===== src/rtl/eig_ratio_converge.sv =====
// rtl/eig_ratio_converge.sv - converts divider ratio estimates to Q8.8 and emits the dominant eigenvalue once the estimates settle or time out
module eig_ratio_converge #(
    parameter logic [15:0] TOL        = 16'd4,
    parameter int          STABLE_CNT = 4,
    parameter int          MAX_ITER   = 64
) (
    input  logic        aclk,
    input  logic        aresetn,
    input  logic        start,
    input  logic [31:0] s_axis_dout_tdata,
    input  logic        s_axis_dout_tvalid,
    output logic [15:0] m_axis_eig_tdata,
    output logic        m_axis_eig_tvalid,
    input  logic        m_axis_eig_tready,
    output logic        converged,
    output logic        timeout,
    output logic        busy,
    output logic [7:0]  iter_count
);

    localparam logic [1:0] ST_IDLE  = 2'd0;
    localparam logic [1:0] ST_TRACK = 2'd1;
    localparam logic [1:0] ST_OUT   = 2'd2;

    localparam logic [7:0] STABLE_LIMIT = 8'(STABLE_CNT);
    localparam logic [7:0] ITER_LIMIT   = 8'(MAX_ITER);

    logic [1:0]  state_q, state_d;
    logic [7:0]  iter_q, iter_d;
    logic [7:0]  stable_q, stable_d;
    logic [15:0] prev_q, prev_d;
    logic        prev_valid_q, prev_valid_d;
    logic        conv_q, conv_d;
    logic        tout_q, tout_d;
    logic [15:0] eig_q, eig_d;
    logic        mvalid_q, mvalid_d;

    logic signed [15:0] quot;
    logic [15:0]        cur;
    logic signed [16:0] diff;
    logic [16:0]        diff_abs;
    logic               sample_stable;
    logic [7:0]         stable_nxt;
    logic [7:0]         iter_nxt;
    logic               unused_frac_lsbs;

    // Low fraction byte is truncated away by the Q8.8 conversion.
    assign unused_frac_lsbs = ^s_axis_dout_tdata[7:0];

    always_comb begin
        quot = signed'(s_axis_dout_tdata[31:16]);
        if (quot > 16'sd127) begin
            cur = 16'h7FFF;
        end else if (quot < -16'sd128) begin
            cur = 16'h8000;
        end else begin
            cur = {s_axis_dout_tdata[23:16], s_axis_dout_tdata[15:8]};
        end
    end

    always_comb begin
        diff          = signed'({cur[15], cur}) - signed'({prev_q[15], prev_q});
        diff_abs      = diff[16] ? 17'(-diff) : 17'(diff);
        sample_stable = prev_valid_q && (diff_abs <= {1'b0, TOL});
        stable_nxt    = sample_stable ? stable_q + 8'd1 : 8'd0;
        iter_nxt      = iter_q + 8'd1;
    end

    always_comb begin
        state_d      = state_q;
        iter_d       = iter_q;
        stable_d     = stable_q;
        prev_d       = prev_q;
        prev_valid_d = prev_valid_q;
        conv_d       = conv_q;
        tout_d       = tout_q;
        eig_d        = eig_q;
        mvalid_d     = mvalid_q;
        case (state_q)
            ST_IDLE: begin
                if (start) begin
                    state_d      = ST_TRACK;
                    iter_d       = 8'd0;
                    stable_d     = 8'd0;
                    prev_valid_d = 1'b0;
                    conv_d       = 1'b0;
                    tout_d       = 1'b0;
                end
            end
            ST_TRACK: begin
                if (s_axis_dout_tvalid) begin
                    iter_d       = iter_nxt;
                    stable_d     = stable_nxt;
                    prev_d       = cur;
                    prev_valid_d = 1'b1;
                    // Convergence takes priority when both limits land on the same sample.
                    if (stable_nxt == STABLE_LIMIT) begin
                        state_d  = ST_OUT;
                        conv_d   = 1'b1;
                        eig_d    = cur;
                        mvalid_d = 1'b1;
                    end else if (iter_nxt == ITER_LIMIT) begin
                        state_d  = ST_OUT;
                        tout_d   = 1'b1;
                        eig_d    = cur;
                        mvalid_d = 1'b1;
                    end
                end
            end
            ST_OUT: begin
                if (m_axis_eig_tready) begin
                    state_d  = ST_IDLE;
                    mvalid_d = 1'b0;
                end
            end
            default: begin
                state_d  = ST_IDLE;
                mvalid_d = 1'b0;
            end
        endcase
    end

    always_ff @(posedge aclk or negedge aresetn) begin
        if (!aresetn) begin
            state_q      <= ST_IDLE;
            iter_q       <= 8'd0;
            stable_q     <= 8'd0;
            prev_q       <= 16'd0;
            prev_valid_q <= 1'b0;
            conv_q       <= 1'b0;
            tout_q       <= 1'b0;
            eig_q        <= 16'd0;
            mvalid_q     <= 1'b0;
        end else begin
            state_q      <= state_d;
            iter_q       <= iter_d;
            stable_q     <= stable_d;
            prev_q       <= prev_d;
            prev_valid_q <= prev_valid_d;
            conv_q       <= conv_d;
            tout_q       <= tout_d;
            eig_q        <= eig_d;
            mvalid_q     <= mvalid_d;
        end
    end

    assign m_axis_eig_tdata  = eig_q;
    assign m_axis_eig_tvalid = mvalid_q;
    assign converged         = conv_q;
    assign timeout           = tout_q;
    assign busy              = (state_q == ST_TRACK) || (state_q == ST_OUT);
    assign iter_count        = iter_q;

endmodule


===== config.mk =====
export PLATFORM = sky130hd
export DESIGN_NAME = eig_ratio_converge
export DESIGN_NICKNAME = d
export VERILOG_FILES = /design/src/rtl/eig_ratio_converge.sv
export SDC_FILE = /design/constraint.sdc
export NUM_CORES = 1
export LEC_CHECK = 0
export BUFFER_PORTS_ARGS = -buffer_cell sky130_fd_sc_hd__buf_2
export CORE_MARGIN = 2
export CORE_UTILIZATION = 45
export DETAILED_ROUTE_END_ITERATION = 12
export PLACE_DENSITY = 0.73
export SETUP_SLACK_MARGIN = 0.02
export SYNTH_ARGS = -nofsm -noshare
export SYNTH_HDL_FRONTEND = slang
export SYNTH_SLANG_ARGS = --single-unit

===== constraint.sdc =====
create_clock -name aclk -period 5.07 [get_ports aclk]
set_clock_uncertainty 0.2 [all_clocks]
set_input_delay 0.7605 -clock aclk [delete_from_list [all_inputs] [get_ports aclk]]
set_output_delay 0.7605 -clock aclk [all_outputs]
set_load 0.005 [all_outputs]

Word-level counts from Yosys, hierarchy flattened

Cells that the tools add are included.

Divide/modulo/power cells: 0
Eq/ne operators: 11
Add/sub/neg operators: 4
Reductions and logical operators: 12
Magnitude comparators: 3
Bitwise logic cells: 1
$mul: 0
Muxes and demuxes: 31
Shifts and indexed selects: 0

Operator list:

| cell                | count |
|---|---|
| $mux 16             | 4 |
| $mux 8              | 4 |
| $pmux 8 s2          | 2 |
| $le 17x3->1 const B | 1 |
| $mux 17             | 1 |
| $neg 17->17         | 1 |
| $sub 16x16->17      | 1 |
| $add 8x1->8 const B | 2 |
| $gt 16x8->1 const B | 1 |
| $lt 16x8->1 const B | 1 |
| $ne 2x2->1 const B  | 6 |
| $reduce_and 4->1    | 3 |
| $mux 1              | 10 |
| $mux 2              | 5 |
| $eq 8x3->1 const B  | 1 |
| $eq 8x7->1 const B  | 1 |
| $pmux 1 s2          | 3 |
| $pmux 2 s3          | 1 |
| $reduce_and 3->1    | 2 |
| $reduce_and 5->1    | 1 |
| $reduce_bool 2->1   | 2 |
| $ne 3x3->1 const B  | 1 |
| $pmux 1 s3          | 1 |
| $eq 2x1->1 const B  | 1 |
| other kinds (6)     | 6 |

Memory bits (writable): 0
Register bits: 54
Memories: 0
Word-level logic and storage cells: 71
Bits of input ports: 37
ROM bits: 0
Bits in latches: 0

Depth between registers and ports, before layout

Gate-level depths: netlist of the first run.

Word-level depth: 13
Depth in mapped cells: 19
Mapped depth without buffers: 16

Worst setup path after synthesis of the first run

No wires, ideal clock.

Path type: input to register
Start: in s_axis_dout_tdata[29]
End: reg eig_q[10], in the netlist m_axis_eig_tdata[10]
Path slack: -496 ps
Stages on the path: 18
Data required time: 4,745 ps
Data arrival time: 5,241 ps
Library setup time: 125 ps
Cell sequence: nand4_1 o21ai_1 clkbuf_1 o21ai_0 ha_1 fa_1 nand2b_1 a211oi_4 o21ai_2 o41ai_4 nand2_1 o32a_1 a2111o_1 nor3_4 nand4b_4 a21oi_4 buf_8 mux2_4

Longest elaborated chain between the ends: 12
Elaborated cells between the ends (all ways): 15
Classes of those cells: add/sub: 2; order compare: 3; eq/ne: 1; mux: 6; reduce/logical: 3

RTL lines:

| element                     | line | source |
|---|---|---|
| from (decl)                 | 10   | `input logic [31:0] s_axis_dout_tdata,` |
| $lt 16x8->1                 | 54   | `end else if (quot < -16'sd128) begin` |
| $mux 16                     | 54   |  |
| $mux 16 *                   | 52   | `if (quot > 16'sd127) begin` |
| $sub 16x16->17              | 62   | `diff = signed'({cur[15], cur}) - signed'({prev_q[15], prev_q});` |
| $neg 17->17                 | 63   | `diff_abs = diff[16] ? 17'(-diff) : 17'(diff);` |
| $mux 17                     | 63   |  |
| $le 17x3->1                 | 64   | `sample_stable = prev_valid_q && (diff_abs <= {1'b0, TOL});` |
| $logic_and 1x1->1           | 64   |  |
| $mux 8                      | 65   | `stable_nxt = sample_stable ? stable_q + 8'd1 : 8'd0;` |
| $eq 8x3->1                  | 97   | `if (stable_nxt == STABLE_LIMIT) begin` |
| $reduce_bool 2->1 (no line) | -    |  |
| $reduce_and 3->1 (no line)  | -    |  |
| to (signal assigned)        | 142  | `eig_q <= eig_d;` |
| to (decl)                   | 35   | `logic [15:0] eig_q, eig_d;` |

Every way passes the cells marked *; elsewhere a longest branch is shown, timed or not. The select of a mux whose other input is x is not followed.
A chain may end at the register's enable or synchronous reset.

Worst setup path after layout of the first run

Start: in s_axis_dout_tdata[29]
End: reg eig_q[10], in the netlist m_axis_eig_tdata[10]

Longest elaborated chain between the ends: 12
Elaborated cells between the ends (all ways): 15
Classes of those cells: add/sub: 2; order compare: 3; eq/ne: 1; mux: 6; reduce/logical: 3

RTL lines:

| element                     | line | source |
|---|---|---|
| $lt 16x8->1                 | 54   |  |
| $mux 16                     | 54   |  |
| $mux 16 *                   | 52   |  |
| net cur[2]                  | 39   | `logic [15:0] cur;` |
| $sub 16x16->17 *            | 62   |  |
| $neg 17->17                 | 63   |  |
| $mux 17 *                   | 63   |  |
| $le 17x3->1 *               | 64   |  |
| $logic_and 1x1->1 *         | 64   |  |
| $mux 8 *                    | 65   |  |
| $eq 8x3->1 *                | 97   |  |
| $reduce_bool 2->1 (no line) | -    |  |
| $reduce_and 3->1 (no line)  | -    |  |

Mark *: on every way through the listed nets, which the timed path passes. The rest lies on a longest branch. The select of a mux whose other input is x is not followed.

==> results of run 1 <==
==> worst max-delay path, delay by kind of cell <==
family	cells	cell delay [ns]
compound gates	8	1.88
fa+ha+maj	1	0.26
buf+inv	3	0.49
mux	1	0.31
simple gates	5	1.31
==> worst min-delay path by stage <==
stage | start | endpoint | slack (ns) | depth (start not counted)
4_1_cts | converged | converged | 0.30 | 1
3_5_place_dp | converged | converged | 0.28 | 1
5_1_grt | converged | converged | 0.32 | 1
3_3_place_gp | converged | converged | 0.27 | 1
6_report | converged | converged | 0.30 | 1
2_1_floorplan | aresetn | converged | 0.26 | 0
==> layout make-up <==
cell class                 count  area [sq um]  share of cell area [%]
clock buffer                   5          68.8                    1.15
clock inverter                 2          13.8                   0.230
tap                          129           161                    2.70
sequential                    54          1350                    22.6
multi-input combinational    398          3150                    52.6
inverter                      27           101                    1.69
timing repair buffer         162          1140                    19.1
==> state kept, by name, indices dropped and copies added (netlist names) <==
register / flops
m_axis_eig_tdata: 16
converged: 1
prev_valid_q: 1
prev_q: 16
iter_count: 8
m_axis_eig_tvalid: 1
state_q: 2
timeout: 1
stable_q: 8
==> power by group through the flow <==
stage                     clock (mW)  combinational [mW]  sequential [mW]
after global routing           0.265                2.58            0.548
after detailed placement           0                2.05            0.549
final                          0.248                2.36            0.542
after global placement             0                1.98            0.546
after floorplan                    0                1.24            0.539
after CTS                      0.251                2.06            0.540
==> per-stage QoR <==
stage | setup WS [ns] | hold WS, ns
after floorplan | -0.0179 | 0.258
after global placement | -0.144 | 0.272
after detailed placement | -0.256 | 0.277
after CTS | 0.0709 | 0.303
after global routing | -0.0916 | 0.319
final | 0.0531 | 0.299
==> synth_stat cells, types with 3 or more instances <==
library cell / number / area (sq um)
o41ai_1: 4 / 35.0
a22oi_1: 3 / 22.5
o2bb2ai_1: 3 / 26.3
nand2b_1: 11 / 68.8
nand3_1: 18 / 90.1
o2111ai_1: 3 / 26.3
a211o_1: 4 / 35.0
nor2b_1: 4 / 25.0
and2_1: 5 / 31.3
a211oi_1: 4 / 30.0
nor4_1: 9 / 56.3
nor2_1: 26 / 97.6
mux2i_1: 3 / 30.0
o21a_1: 21 / 158
a21o_1: 10 / 75.1
mux2_2: 6 / 67.6
a31oi_1: 5 / 31.3
xor2_1: 7 / 61.3
nand4_1: 6 / 37.5
o31ai_1: 3 / 22.5
mux2_4: 9 / 135
o221ai_1: 4 / 35.0
nand3b_1: 3 / 22.5
and3_1: 9 / 56.3
clkbuf_1: 14 / 52.6
nand2_1: 58 / 218
or3_1: 7 / 43.8
o21ai_0: 41 / 205
o211ai_1: 4 / 30.0
dfrtp_1: 54 / 1350
inv_1: 27 / 101
ha_1: 22 / 275
nor3_1: 11 / 55.1
o21ai_1: 4 / 20.0
a21oi_1: 19 / 95.1
==> repair_timing <==
action | in CTS | in global routing
setup buffers | 0 | 11
gates resized for setup | 0 | 67
setup endpoints to repair | 0 | 26
==> layer usage <==
layer  GRT usage [%]  routed length (um)
met1            29.7                5500
met4            6.86                 286
met2            38.0                6220
met5               0                   0
met3            2.90                 395
==> logic make-up (layout without fill, tap and decap cells) <==
family                     count (synthesis)  after routing  share of synthesized area (%)
and+or+nand+nor                          183            183                           22.2
AOI/OAI and AO/OA                        164            164                           27.5
DFF                                       54             54                           31.5
buffers and inverters                     44            196                           4.31
adders and majority gates                 23             23                           6.88
muxes                                     18             18                           5.42
xor gates and xnor gates                  10             10                           2.22
==> impl_metrics.xml, run 1 <==
<?xml version="1.0" encoding="UTF-8"?>
<metrics>
  <group name="run_status">
    <metric name="status" unit="">finished, final reports clean</metric>
  </group>
  <group name="floorplanning">
    <metric name="die_extent_in_x" unit="um">102</metric>
    <metric name="die_height" unit="um">102</metric>
    <metric name="io_pins" unit="">65</metric>
    <metric name="die-area" unit="sq um">10300</metric>
    <metric name="placeableCoreArea" unit="sq um">9240</metric>
    <metric name="initial_core_util" unit="%">46.5</metric>
    <metric name="row_count" unit="">35</metric>
  </group>
  <group name="cells_and_area">
    <metric name="final-instance-count-excl-fill" unit="">777</metric>
    <metric name="nNetsFinal" unit="">708</metric>
    <metric name="utilization_after_layout" unit="%">64.8</metric>
    <metric name="fill_cell_total_of_the_finished_layout" unit="">735</metric>
    <metric name="syn_to_final_growth" unit="%">39.4</metric>
    <metric name="mostFrequentLayoutCell" unit="">buf_4</metric>
    <metric name="n_antenna_cell" unit="">0</metric>
    <metric name="layout_common_cells" unit="">buf_4 (105), nand2_1 (58), dfrtp_1 (54)</metric>
    <metric name="final_layout_size_suffix_gt1_share" unit="%">38.1</metric>
    <metric name="finish.instance_area" unit="sq um">5990</metric>
  </group>
  <group name="yosys">
    <metric name="yosysWarningCount" unit="">0</metric>
    <metric name="synth_cell_types" unit="">78</metric>
    <metric name="netlist_instances" unit="">496</metric>
    <metric name="synth_top_flop_cell" unit="">dfrtp_1</metric>
    <metric name="synth_fp_nets" unit="">556</metric>
    <metric name="combined_area_of_all_synthesized_cells" unit="sq um">4290</metric>
    <metric name="synth_edf_count" unit="">0</metric>
    <metric name="share_of_the_yosys_chip_area_belonging_to_registers" unit="%">31.5</metric>
    <metric name="synth_seq_cells" unit="">54</metric>
    <metric name="synthArstFlopShare" unit="%">100</metric>
    <metric name="synth.avg_cell_area" unit="sq um">8.65</metric>
  </group>
  <group name="clocking">
    <metric name="clock_root_cell" unit="">clkbuf_8</metric>
    <metric name="tritoncts.num_buffers" unit="">5</metric>
    <metric name="htree_levels" unit="">2</metric>
    <metric name="cts-root-to-sink-buffers" unit="">2</metric>
    <metric name="cts.reportedPaths.clkPinSlew" unit="ns">0.10</metric>
    <metric name="clock_tree_from_tritoncts" unit="">built</metric>
    <metric name="clk-insertion-delay-late" unit="ns">0.32</metric>
    <metric name="numClockSinks" unit="">54</metric>
    <metric name="cts_hold_repair.buffers" unit="">0</metric>
  </group>
  <group name="grt">
    <metric name="first_global_vias" unit="">4128</metric>
    <metric name="grt_use_total" unit="%">22.4</metric>
    <metric name="gr-total-overflow" unit="">0</metric>
    <metric name="antenna_found_initial" unit="">0</metric>
    <metric name="grt_first_pass_wirelength" unit="um">18900</metric>
    <metric name="grt_start_max_net_pins" unit="">55</metric>
  </group>
  <group name="routing">
    <metric name="route.final.wire_length" unit="um">12400</metric>
    <metric name="drc" unit="">0</metric>
    <metric name="routed_wire_length_per_instance" unit="um">15.9</metric>
    <metric name="pre_repair_dr_iteration_count" unit="">5</metric>
    <metric name="postRouteAntennaNets" unit="">0</metric>
    <metric name="drt-vias-per-instance" unit="">5.75</metric>
    <metric name="vias" unit="">4467</metric>
    <metric name="iteration_0_drc_count_of_the_detailed_router" unit="">223</metric>
  </group>
  <group name="setup_path">
    <metric name="cp.arrival" unit="ns">5.03</metric>
    <metric name="timing.reg2reg.setup_slack" unit="ns">0.77</metric>
    <metric name="crit_start" unit="">s_axis_dout_tdata[29]</metric>
    <metric name="path_depth_of_the_worst_reg2reg_path" unit="">14</metric>
    <metric name="reg2reg_from" unit="">prev_q[0]</metric>
    <metric name="timing.critical_path.mode_cell" unit="">a21oi_4</metric>
    <metric name="crit_chain" unit="">buf_4, nor4_4, a21oi_4, buf_6, o21a_4, ha_4, o21a_1, o31ai_4, a211oi_2, or3_1, and2_4, o32a_1, a2111o_1, nor3_4, nand4b_4, a21oi_4, clkbuf_16, mux2_4</metric>
    <metric name="worstSetupEndpoint" unit="">m_axis_eig_tdata[10]</metric>
    <metric name="setup.worst_path.start_class" unit="">input port</metric>
    <metric name="cp.required" unit="ns">5.08</metric>
    <metric name="critPathKind" unit="">in -&gt; reg</metric>
    <metric name="r2r_end" unit="">m_axis_eig_tdata[10]</metric>
    <metric name="timing.critical_path.to_type" unit="">flop</metric>
    <metric name="timing.critical_path.slowest_stage_cell" unit="">a2111o_1</metric>
    <metric name="crit_path_max_incr_delay" unit="ns">0.43</metric>
    <metric name="critical_path_peak_fanout" unit="">8</metric>
  </group>
  <group name="power">
    <metric name="internal_power" unit="mW">1.73</metric>
    <metric name="power_frac_seq" unit="%">17.2</metric>
    <metric name="static-leakage-power" unit="nW">2.79</metric>
    <metric name="comb_power_share" unit="%">75.0</metric>
    <metric name="vdd.ir_drop.worst" unit="mV">0.317</metric>
    <metric name="p_sw_share" unit="%">45.3</metric>
    <metric name="clock_network_power_share" unit="%">7.9</metric>
    <metric name="switching_power" unit="mW">1.43</metric>
    <metric name="total_power" unit="mW">3.16</metric>
    <metric name="power_density_of_the_placed_cells" unit="nW/um^2">527</metric>
  </group>
  <group name="sta">
    <metric name="timing_max_transition_violations_final" unit="">0</metric>
    <metric name="finalCriticalPeriod" unit="ns">5.02</metric>
    <metric name="final.setup.tns" unit="ns">0</metric>
    <metric name="timing.slew.headroom" unit="%">28.9</metric>
    <metric name="tightest_slew" unit="ns">1.07</metric>
    <metric name="setup-violations-final" unit="">0</metric>
    <metric name="portion_of_the_clock_cycle_consumed_by_the_worst_path_in_the_final_layout" unit="%">99.0</metric>
    <metric name="fmax" unit="GHz">0.199</metric>
    <metric name="finalHoldViolCount" unit="">0</metric>
    <metric name="rsz0062_at_grt" unit="">true</metric>
  </group>
  <group name="place">
    <metric name="placement.cell_area" unit="sq um">5440</metric>
    <metric name="hpwlAfterDp" unit="um">8650</metric>
    <metric name="gp_congestion" unit="">0.854</metric>
    <metric name="dp_cells" unit="">758</metric>
    <metric name="io_buffer_count" unit="">56</metric>
  </group>
  <group name="hold_path">
    <metric name="worstHoldPathType" unit="">reg -&gt; reg</metric>
  </group>
  <group name="run">
    <metric name="max_cap_viol_count" unit="">0</metric>
  </group>
</metrics>
Note: power is estimated with default switching activity, not from simulation.
==> run 2: changes to the inputs <==
- PLACE_DENSITY: 0.73 -> 0.65
==> run 2 against run 1 <==
Clock power grew 26%. Critical path depth increased by 3. Via count is 1.2% lower. Worst hold slack improved by 0.012 ns. Global-route usage rose by 0.83 points. Final cell count grew 2.2%. Sequential power about the same. Core utilization rose by 1.3 points. Critical endpoint is now m_axis_eig_tdata[13]. Largest cell class unchanged. Largest power group unchanged.
==> impl_metrics.xml, run 2 (same netlist as run 1, synthesis figures left out) <==
<?xml version="1.0" encoding="UTF-8"?>
<metrics>
  <group name="run_status">
    <metric name="status" unit="">finished, final reports clean</metric>
  </group>
  <group name="cells_and_area">
    <metric name="area_of_all_sequential_standard_cells" unit="sq um">1350</metric>
    <metric name="multiInputGateArea" unit="sq um">3100</metric>
    <metric name="nNetsFinal" unit="">725</metric>
    <metric name="layout_common_cells" unit="">buf_4 (118), nand2_1 (57), dfrtp_1 (54), buf_2 (54), o21ai_0 (38)</metric>
    <metric name="final_layout_size_suffix_gt1_share" unit="%">39.1</metric>
    <metric name="n_antenna_cell" unit="">0</metric>
    <metric name="mostFrequentLayoutCell" unit="">buf_4</metric>
    <metric name="syn_to_final_growth" unit="%">42.1</metric>
    <metric name="fill_cell_total_of_the_finished_layout" unit="">763</metric>
    <metric name="utilization_after_layout" unit="%">66.0</metric>
  </group>
  <group name="run">
    <metric name="max_cap_viol_count" unit="">0</metric>
  </group>
  <group name="routing">
    <metric name="pre_repair_dr_iteration_count" unit="">4</metric>
    <metric name="iteration_0_drc_count_of_the_detailed_router" unit="">238</metric>
    <metric name="route.final.wire_length" unit="um">12200</metric>
    <metric name="drt-vias-per-instance" unit="">5.56</metric>
    <metric name="vias" unit="">4415</metric>
    <metric name="drc" unit="">0</metric>
    <metric name="postRouteAntennaNets" unit="">0</metric>
    <metric name="routed_wire_length_per_instance" unit="um">15.4</metric>
  </group>
  <group name="grt">
    <metric name="groute.layer.met2.usage" unit="%">40.8</metric>
    <metric name="grt_start_max_net_pins" unit="">55</metric>
    <metric name="grt_use_total" unit="%">23.2</metric>
    <metric name="grt_use_met3" unit="%">2.83</metric>
    <metric name="grt_first_pass_wirelength" unit="um">19400</metric>
    <metric name="busiest_layer" unit="">met2</metric>
    <metric name="antenna_found_initial" unit="">0</metric>
    <metric name="gr-total-overflow" unit="">0</metric>
    <metric name="first_global_vias" unit="">4149</metric>
    <metric name="grt_use_met1" unit="%">30.9</metric>
  </group>
  <group name="floorplanning">
    <metric name="io_pins" unit="">65</metric>
    <metric name="die_extent_in_x" unit="um">102</metric>
    <metric name="row_count" unit="">35</metric>
    <metric name="initial_core_util" unit="%">46.5</metric>
    <metric name="placeableCoreArea" unit="sq um">9240</metric>
    <metric name="die-area" unit="sq um">10300</metric>
    <metric name="die_height" unit="um">102</metric>
  </group>
  <group name="setup_path">
    <metric name="setup.worst_path.start_class" unit="">input port</metric>
    <metric name="worstSetupEndpoint" unit="">m_axis_eig_tdata[13]</metric>
    <metric name="critical_path_peak_fanout" unit="">8</metric>
    <metric name="reg2reg_from" unit="">prev_q[0]</metric>
    <metric name="timing.critical_path.to_type" unit="">flop</metric>
    <metric name="crit_start" unit="">s_axis_dout_tdata[26]</metric>
    <metric name="r2r_end" unit="">m_axis_eig_tdata[13]</metric>
    <metric name="path_depth_of_the_worst_reg2reg_path" unit="">16</metric>
    <metric name="cp.arrival" unit="ns">5.06</metric>
    <metric name="timing.reg2reg.setup_slack" unit="ns">0.79</metric>
    <metric name="critPathKind" unit="">in -&gt; reg</metric>
    <metric name="cp.required" unit="ns">5.08</metric>
  </group>
  <group name="clocking">
    <metric name="cts_hold_repair.buffers" unit="">0</metric>
    <metric name="cts.reportedPaths.clkPinSlew" unit="ns">0.11</metric>
    <metric name="htree_levels" unit="">2</metric>
    <metric name="clock_tree_from_tritoncts" unit="">built</metric>
    <metric name="cts-root-to-sink-buffers" unit="">2</metric>
    <metric name="clk-insertion-delay-late" unit="ns">0.32</metric>
    <metric name="numClockSinks" unit="">54</metric>
    <metric name="tritoncts.num_buffers" unit="">5</metric>
    <metric name="clock_root_cell" unit="">clkbuf_8</metric>
  </group>
  <group name="hold_path">
    <metric name="worstHoldPathType" unit="">reg -&gt; reg</metric>
  </group>
  <group name="place">
    <metric name="hpwlAfterDp" unit="um">8900</metric>
    <metric name="io_buffer_count" unit="">56</metric>
    <metric name="gp_congestion" unit="">0.885</metric>
  </group>
  <group name="sta">
    <metric name="finalCriticalPeriod" unit="ns">5.05</metric>
    <metric name="rsz0062_at_grt" unit="">true</metric>
    <metric name="worst_hold_slack" unit="ns">0.311</metric>
    <metric name="setup-violations-final" unit="">0</metric>
    <metric name="portion_of_the_clock_cycle_consumed_by_the_worst_path_in_the_final_layout" unit="%">99.7</metric>
    <metric name="timing_max_transition_violations_final" unit="">0</metric>
    <metric name="fmax" unit="GHz">0.198</metric>
    <metric name="timing.slew.headroom" unit="%">50.8</metric>
    <metric name="finalHoldViolCount" unit="">0</metric>
    <metric name="tightest_slew" unit="ns">0.738</metric>
  </group>
  <group name="power">
    <metric name="static-leakage-power" unit="nW">2.89</metric>
    <metric name="power_density_of_the_placed_cells" unit="nW/um^2">528</metric>
    <metric name="vdd.ir_drop.worst" unit="mV">0.410</metric>
  </group>
</metrics>
## run 2: layout make-up
cell class | count | share of cell area [%]
Clock inverter | 1 | 0.492
Tap cell | 129 | 2.65
Sequential cell | 54 | 22.1
Inverter | 27 | 1.66
Multi-Input combinational cell | 398 | 50.7
Timing Repair Buffer | 179 | 21.0
Clock buffer | 6 | 1.35
## run 2: where the power goes
part | internal (mW) | switching (mW) | total (mW) | leakage [nW]
Combinational | 1.15 | 1.22 | 2.37 | 2.11
Sequential | 0.502 | 0.0364 | 0.539 | 0.723
Clock | 0.159 | 0.154 | 0.312 | 0.0573
Total | 1.81 | 1.41 | 3.22 | 2.89
## run 2: how the worst min path moves through the flow
stage	from	endpoint	slack [ns]	depth (start not counted)
floorplan	aresetn	converged	0.26	0
global placement	converged	converged	0.27	1
detailed placement	m_axis_eig_tdata[7]	m_axis_eig_tdata[7]	0.29	1
CTS	converged	converged	0.32	1
global route	converged	converged	0.33	1
finish	converged	converged	0.31	1
## run 2: worst max-delay path, cell delays in order
cell       delay (ns)
buf_2            0.12
nor4_4           0.32
a21oi_4          0.16
buf_6            0.16
o21a_4           0.22
ha_4             0.28
o21a_1           0.18
o31ai_4          0.11
buf_4            0.15
a21o_1           0.20
buf_4            0.14
a22oi_2          0.28
buf_4            0.18
nand4_1          0.11
mux2i_1          0.14
a2111o_1         0.33
nor3_4           0.28
nand4b_4         0.15
a21oi_4          0.25
clkbuf_16        0.23
mux2_4           0.30
## run 2: repair_timing
action | in CTS | in global routing
buffers inserted | 0 | 8
gates cloned | 0 | 1
pin swaps | 1 | 22
setup endpoints to repair | 14 | 27
gates resized for setup | 4 | 47
## run 2: metrics by stage
stage	TNS, ns	power (mW)	setup WS (ns)	std cells	area [sq um]
2_1_floorplan	-0.161	1.78	-0.0179	496	4380
3_3_place_gp	-4.11	2.59	-0.244	778	5600
3_5_place_dp	-6.17	2.64	-0.340	778	5600
4_1_cts	0	2.97	0.0334	785	5750
5_1_grt	-2.88	3.47	-0.170	794	6100
6_report	0	3.22	0.0169	794	6100
## run 2: routing by layer
layer,wire length (um),vias up
met5,0,-
met4,34,0
met3,358,5
met2,6180,76
met1,5630,2153
li1,-,2181
